$ cat config.mk
export PLATFORM = sky130hd
export DESIGN_NAME = lap_stopwatch
export DESIGN_NICKNAME = d
export VERILOG_FILES = /design/src/rtl/lap_stopwatch.sv
export SDC_FILE = /design/constraint.sdc
export NUM_CORES = 1
export LEC_CHECK = 0
export CAP_MARGIN = 25
export CORE_MARGIN = 8
export CORE_UTILIZATION = 53
export DETAILED_ROUTE_END_ITERATION = 8
export PLACE_DENSITY = 0.87
export SLEW_MARGIN = 20
export SYNTH_ARGS = -nofsm -noshare
export SYNTH_HDL_FRONTEND = slang
export SYNTH_SLANG_ARGS = --single-unit
export TNS_END_PERCENT = 30
$ cat constraint.sdc
create_clock -name clk -period 2.75 [get_ports clk]
set_input_delay 0.55 -clock clk [delete_from_list [all_inputs] [get_ports clk]]
set_output_delay 0.55 -clock clk [all_outputs]
set_load 0.01 [all_outputs]
$ cat src/rtl/lap_stopwatch.sv
// lap_stopwatch: BCD M:SS.t stopwatch core with up/down counting, preset load,
// count-down expiry and an indexed lap (split) memory.
// Time word layout everywhere: {min, sec_msd, sec_lsd, tenth}, one BCD digit each.
module lap_stopwatch #(
    parameter int TICK_DIV  = 10_000_000,
    parameter int LAP_DEPTH = 8,
    parameter int IDX_W     = (LAP_DEPTH > 1) ? $clog2(LAP_DEPTH) : 1,
    parameter int CNT_W     = $clog2(LAP_DEPTH + 1)
) (
    input  logic             clk,
    input  logic             rst,
    input  logic             start,
    input  logic             stop,
    input  logic             clr,
    input  logic             lap,
    input  logic             dir,
    input  logic             load,
    input  logic [15:0]      load_val,
    input  logic [IDX_W-1:0] rd_idx,
    output logic [15:0]      cur_time,
    output logic [15:0]      lap_time,
    output logic [CNT_W-1:0] lap_count,
    output logic             lap_full,
    output logic             running,
    output logic             expired,
    output logic             tick
);

    localparam int PW = (TICK_DIV > 2) ? $clog2(TICK_DIV) : 1;

    localparam logic [1:0] S_IDLE  = 2'd0;
    localparam logic [1:0] S_RUN   = 2'd1;
    localparam logic [1:0] S_PAUSE = 2'd2;

    // Button bit positions inside the edge-detector vectors
    localparam int B_START = 0;
    localparam int B_STOP  = 1;
    localparam int B_CLR   = 2;
    localparam int B_LOAD  = 3;
    localparam int B_LAP   = 4;
    localparam int NBTN    = 5;

    // ------------------------------------------------------------------
    // BCD step helpers
    // ------------------------------------------------------------------
    function automatic logic [15:0] bcd_inc(input logic [15:0] t);
        logic [3:0] m, s1, s0, d;
        {m, s1, s0, d} = t;
        if (d != 4'd9) begin
            d = d + 4'd1;
        end else begin
            d = 4'd0;
            if (s0 != 4'd9) begin
                s0 = s0 + 4'd1;
            end else begin
                s0 = 4'd0;
                if (s1 != 4'd5) begin
                    s1 = s1 + 4'd1;
                end else begin
                    s1 = 4'd0;
                    m  = (m != 4'd9) ? m + 4'd1 : 4'd0;
                end
            end
        end
        return {m, s1, s0, d};
    endfunction

    function automatic logic [15:0] bcd_dec(input logic [15:0] t);
        logic [3:0] m, s1, s0, d;
        {m, s1, s0, d} = t;
        if (d != 4'd0) begin
            d = d - 4'd1;
        end else begin
            d = 4'd9;
            if (s0 != 4'd0) begin
                s0 = s0 - 4'd1;
            end else begin
                s0 = 4'd9;
                if (s1 != 4'd0) begin
                    s1 = s1 - 4'd1;
                end else begin
                    s1 = 4'd5;
                    m  = (m != 4'd0) ? m - 4'd1 : 4'd9;
                end
            end
        end
        return {m, s1, s0, d};
    endfunction

    // ------------------------------------------------------------------
    // Button edge detection: history flop plus a registered event pulse.
    // History resets low, so a button held through reset fires once.
    // ------------------------------------------------------------------
    logic [NBTN-1:0] btn;
    logic [NBTN-1:0] hist_q;
    logic [NBTN-1:0] ev_q;

    assign btn = {lap, load, clr, stop, start};

    // Sample buttons and register their rising-edge events
    always_ff @(posedge clk) begin
        if (!rst) begin
            hist_q <= '0;
            ev_q   <= '0;
        end else begin
            hist_q <= btn;
            ev_q   <= btn & ~hist_q;
        end
    end

    logic ev_start, ev_stop, ev_clr, ev_load, ev_lap;
    assign ev_start = ev_q[B_START];
    assign ev_stop  = ev_q[B_STOP];
    assign ev_clr   = ev_q[B_CLR];
    assign ev_load  = ev_q[B_LOAD];
    assign ev_lap   = ev_q[B_LAP];

    // ------------------------------------------------------------------
    // Preset validation: every digit <= 9, tens-of-seconds digit <= 5
    // ------------------------------------------------------------------
    logic [3:0] dig_ok;
    logic       load_ok;

    for (genvar gi = 0; gi < 4; gi++) begin : g_dig_chk
        localparam logic [3:0] LIM = (gi == 2) ? 4'd5 : 4'd9;
        assign dig_ok[gi] = (load_val[gi*4 +: 4] <= LIM);
    end

    assign load_ok = &dig_ok;

    // ------------------------------------------------------------------
    // Core state
    // ------------------------------------------------------------------
    logic [1:0]       state_q,   state_d;
    logic [PW-1:0]    presc_q,   presc_d;
    logic [15:0]      cur_q,     cur_d;
    logic             expired_q, expired_d;
    logic [CNT_W-1:0] cnt_q,     cnt_d;
    logic             tick_q,    tick_d;
    logic             running_q;
    logic             lap_full_q;
    logic             lap_we;
    logic [15:0]      step_val;
    logic             lap_ok;

    assign step_val = dir ? bcd_inc(cur_q) : bcd_dec(cur_q);
    assign lap_ok   = ev_lap && (state_q == S_RUN) && !lap_full_q;

    // Next-state: tick-driven counting first, then button events by priority
    always_comb begin
        state_d   = state_q;
        presc_d   = presc_q;
        cur_d     = cur_q;
        expired_d = expired_q;
        cnt_d     = cnt_q;
        tick_d    = 1'b0;
        lap_we    = 1'b0;

        if (state_q == S_RUN) begin
            if (presc_q == PW'(TICK_DIV - 1)) begin
                presc_d = '0;
                tick_d  = 1'b1;
                cur_d   = step_val;
                if (!dir && (step_val == 16'h0000)) begin
                    expired_d = 1'b1;
                    state_d   = S_PAUSE;
                end
            end else begin
                presc_d = presc_q + PW'(1);
            end
        end

        if (ev_clr) begin
            state_d   = S_IDLE;
            cur_d     = 16'h0000;
            cnt_d     = '0;
            presc_d   = '0;
            expired_d = 1'b0;
            tick_d    = 1'b0;
        end else if (ev_stop) begin
            if (state_q == S_RUN) begin
                state_d = S_PAUSE;
            end
            // A lap arriving with stop still captures the pre-stop time
            if (lap_ok) begin
                lap_we = 1'b1;
                cnt_d  = cnt_q + CNT_W'(1);
            end
        end else if (ev_start) begin
            // Starting a down-count already at zero would expire instantly
            if ((state_q != S_RUN) && !(!dir && (cur_q == 16'h0000))) begin
                state_d   = S_RUN;
                presc_d   = '0;
                expired_d = 1'b0;
            end
        end else if (ev_load) begin
            if ((state_q != S_RUN) && load_ok) begin
                cur_d     = load_val;
                expired_d = 1'b0;
            end
        end else if (lap_ok) begin
            lap_we = 1'b1;
            cnt_d  = cnt_q + CNT_W'(1);
        end
    end

    // Core registers with synchronous active-low reset
    always_ff @(posedge clk) begin
        if (!rst) begin
            state_q    <= S_IDLE;
            presc_q    <= '0;
            cur_q      <= 16'h0000;
            expired_q  <= 1'b0;
            cnt_q      <= '0;
            tick_q     <= 1'b0;
            running_q  <= 1'b0;
            lap_full_q <= 1'b0;
        end else begin
            state_q    <= state_d;
            presc_q    <= presc_d;
            cur_q      <= cur_d;
            expired_q  <= expired_d;
            cnt_q      <= cnt_d;
            tick_q     <= tick_d;
            running_q  <= (state_q == S_RUN);
            lap_full_q <= (cnt_d == CNT_W'(LAP_DEPTH));
        end
    end

    // ------------------------------------------------------------------
    // Lap memory: plain array with registered read so it maps to block RAM.
    // Entries past lap_count are masked by a separately registered valid bit.
    // ------------------------------------------------------------------
    logic [15:0] lap_mem [LAP_DEPTH];
    logic [15:0] lap_rd_q;
    logic        lap_vld_q;

    // Lap write port; index is the current entry count
    always_ff @(posedge clk) begin
        if (lap_we && rst) begin
            lap_mem[cnt_q[IDX_W-1:0]] <= cur_q;
        end
    end

    // Lap read port, one cycle latency from rd_idx
    always_ff @(posedge clk) begin
        lap_rd_q <= lap_mem[rd_idx];
    end

    // Read-valid mask register
    always_ff @(posedge clk) begin
        if (!rst) begin
            lap_vld_q <= 1'b0;
        end else begin
            lap_vld_q <= (32'(rd_idx) < 32'(cnt_q));
        end
    end

    assign cur_time  = cur_q;
    assign lap_time  = lap_vld_q ? lap_rd_q : 16'h0000;
    assign lap_count = cnt_q;
    assign lap_full  = lap_full_q;
    assign running   = running_q;
    assign expired   = expired_q;
    assign tick      = tick_q;

endmodule
==> out/metrics.yaml <==
outcome: "finished, final reports clean"
first_iter_violations: 512
crit_start: "cur_time[2]"
final_nets: 807
antenna_found_initial: 0
tns_ps: 0
powerDensity_nw_per_um2: 578
synth-compound-area-share_pct: 5.43
grt_max_degree: 34
rsz0062_at_grt: "true"
irDropWorstVdd_mv: 0.414
worst_pin_slew_ps: 646
die_area_um2: 20800
reg2reg_depth: 7
syn_avg_cell_area_um2: 13.2
antenna_cells: 0
fmax_mhz: 375
required_ps: 3120
synthArstFlopShare_pct: 0
p_switching_w: 0.00129
synth_top_area_share_pct: 44.0
synthTopCellsByArea: "edfxtp_1 44%, dfxtp_1 18%, mux4_2 8.3%"
vias_per_cell: 5.96
synth-simple-area-share_pct: 14.7
hold_viol_final: 0
multiInputGateArea_um2: 3260
track_usage_pct: 19.9
drc_errors: 0
synthDistinctLibCells: 62
dp_hpwl_um: 13400
drive_above_1_share_pct: 20.9
synthFlopType: "edfxtp_1"
cts_tree: "yes"
yosys_warnings: 0
gp_congestion: 0.921
wl_per_cell_um: 20.4
syn-num-nets: 693
setup_viol: 0
critPathBufInv: 0
finalCriticalPeriod_ps: 2670
synth-edff-count: 128
synthXorXnorAreaFrac_pct: 3.51
setup_ws_ps: 79.8
critical_path.slowest_cell: "or4_4"
critPathLaunchType: "flop"
combPwrFrac_pct: 4.8
leakagePower_nw: 3.98
crit_arrival_ps: 3040
die_h_um: 144
coreArea_um2: 16300
p_sw_share_pct: 20.6
drtAntennaViolNets: 0
vias: 6022
syn_inst: 662
io-pin-count: 67
synthMuxAreaShare_pct: 12.1
ff_latch_area_um2: 5390
cp_top_family: "simple AND/OR/NAND/NOR gates"
hold_path_class: "reg -> reg"
synth-seq-cells: 205
worstReg2RegStart: "cur_time[2]"
cts-root-buf: "clkbuf_16"
port_buffers: 66
synth_top_family_by_area: "simple AND/OR/NAND/NOR gates"
p_seq_share_pct: 52.4
synth.largest_area_cell: "edfxtp_1"
path_class: "reg -> reg"
syn_to_final_growth_pct: 24.0
cts_hold_buf: 0
slew_viol_final: 0
max_stage_delay_ps: 550
reg2reg_to: "state_q[0]"
grt_overflow: 0
fillers: 1147
dp_slack_ps: -441
insertion_delay_ps: 500
cp-end-kind: "flop"
crit_cells: 7
clock_skew_ps: 9.74
dr.pass1.iters: 5
clk_pin_slew_ps: 60
wirelength_um: 20600
drv_cap: 0
max-clock-path-buffers: 3
tritoncts.num_buffers: 22
synth-seq-area-share_pct: 61.7
clkSinkCount: 205
synth-adder-area-share_pct: 0.573
cp-endpoint: "state_q[0]"
h-tree-depth: 1
grt_pass1_vias: 6129
path_cells: "nor2_1 -> a21bo_1 -> a21oi_1 -> a311o_1 -> or4_4 -> nor4_4 -> o21ai_1"
die_w_um: 144
num_rows: 47
grt_pass1_wl_um: 32100
cellInternalPower_w: 0.00497
cp_max_fo: 8
p_clk_share_pct: 42.8
finalPower_w: 0.00626
syn-cell-area_um2: 8730
post-route-period-util_pct: 97.1
r2r_setup_slack_ps: 80
max_slew_margin_pct: 56.9
start_util_pct: 53.4
Yosys cell counts, types with 3 or more instances:
cell type and number:
nand4_1 18, buf_2 6, nand4b_1 3, a31oi_1 7, a311oi_1 3, clkbuf_1 22
nand2b_1 6, xor2_1 22, a211oi_1 5, nor2_1 76, or2_2 3, nand3_1 16
and3_1 10, nor4bb_1 3, inv_1 7, nor3_1 11, a21oi_1 17, xnor2_1 13
edfxtp_1 128, or4_1 4, nand2_1 34, nor2b_1 8, a21o_1 4, mux2_2 19
o21ai_0 16, and4_1 4, mux2i_1 12, dfxtp_1 77, ha_1 4, buf_1 7
nor4_1 3, mux4_2 32, and2_1 27
registers in the layout, summed over array words and instances, names as in the netlist:
register / count
presc_q: 24
cur_time: 16
lap_count: 4
lap_vld_q: 1
tick: 1
hist_q: 5
lap_rd_q: 16
running: 1
ev_q: 5
lap_full: 1
state_q: 2
expired: 1
lap_mem: 128
cell type report:
cell class | instances | share of cell area, %
inverters | 7 | 0.243
well taps | 220 | 2.54
clock inverters | 10 | 0.532
flip-flops and latches | 205 | 49.8
multi-input cells | 414 | 30.2
repair buffers | 126 | 11.1
clock buffers | 29 | 5.61
logic make-up (layout without fill, tap and decap cells):
logic type / count (synthesis) / count (layout)
mux: 63 / 63
compound gates: 72 / 72
xor+xnor: 35 / 35
buf+inv: 43 / 172
flops: 205 / 205
simple gates: 240 / 240
fa+ha+maj: 4 / 4
how the worst min path moves through the flow:
stage,startpoint,endpoint,slack [ps],cells past startpoint
after floorplan,hist_q[0],ev_q[0],370,1
after global placement,hist_q[3],ev_q[3],370,1
after detailed placement,hist_q[2],ev_q[2],380,1
after CTS,hist_q[2],ev_q[2],390,1
after global routing,hist_q[0],ev_q[0],390,1
final,hist_q[2],ev_q[2],380,1
stage by stage:
| stage | hold slack, ps | instance area [um2] | utilization, % | cells |
|---|---|---|---|---|
| floorplan | 367 | 8740 | - | 662 |
| global placement | 372 | 10100 | 61.5 | 969 |
| detailed placement | 378 | 10100 | 61.5 | 969 |
| CTS | 386 | 10700 | 65.7 | 1008 |
| global route | 393 | 10800 | 66.2 | 1011 |
| finish | 383 | 10800 | 66.2 | 1011 |
power groups by stage:
stage / sequential, W / combinational [W] / clock (W)
after floorplan: 0.00334 / 0.000161 / 0
after global routing: 0.00328 / 0.000325 / 0.00283
final: 0.00328 / 0.000303 / 0.00268
after global placement: 0.00334 / 0.000286 / 0
after detailed placement: 0.00334 / 0.000295 / 0
after CTS: 0.00328 / 0.000300 / 0.00271
repair_timing:
action	4_1_cts	5_1_grt
endpoints found under the setup margin	3	24
resized for setup	2	13
buffers inserted	0	3
pin swaps	0	4
metal layers:
layer,GRT usage (%),up-vias,wire length (um)
li1,-,2716,-
met1,24.5,3006,8170
met2,35.2,250,10500
met3,3.80,50,1470
met4,4.71,0,395
met5,0,-,0
layout by cell type, fill, tap and decap left out, types with 3 or more instances in the layout:
cell / n
a211oi_1: 5
a21o_1: 4
a21oi_1: 16
a311oi_1: 3
a31oi_1: 7
and2_1: 27
and3_1: 10
and4_1: 4
buf_12: 8
buf_4: 52
clkbuf_1: 4
clkbuf_16: 22
clkbuf_8: 3
clkdlybuf4s50_1: 65
clkinv_1: 5
clkinv_2: 3
dfxtp_1: 75
edfxtp_1: 128
ha_1: 3
inv_1: 7
mux2_2: 19
mux2i_1: 12
mux4_2: 32
nand2_1: 34
nand2b_1: 6
nand3_1: 16
nand4_1: 18
nand4b_1: 3
nor2_1: 75
nor2b_1: 8
nor3_1: 9
nor4_1: 3
nor4_4: 3
o21ai_0: 16
or2_2: 3
or4_1: 3
xnor2_1: 13
xor2_1: 22
Note: power is estimated with default switching activity, not from simulation.
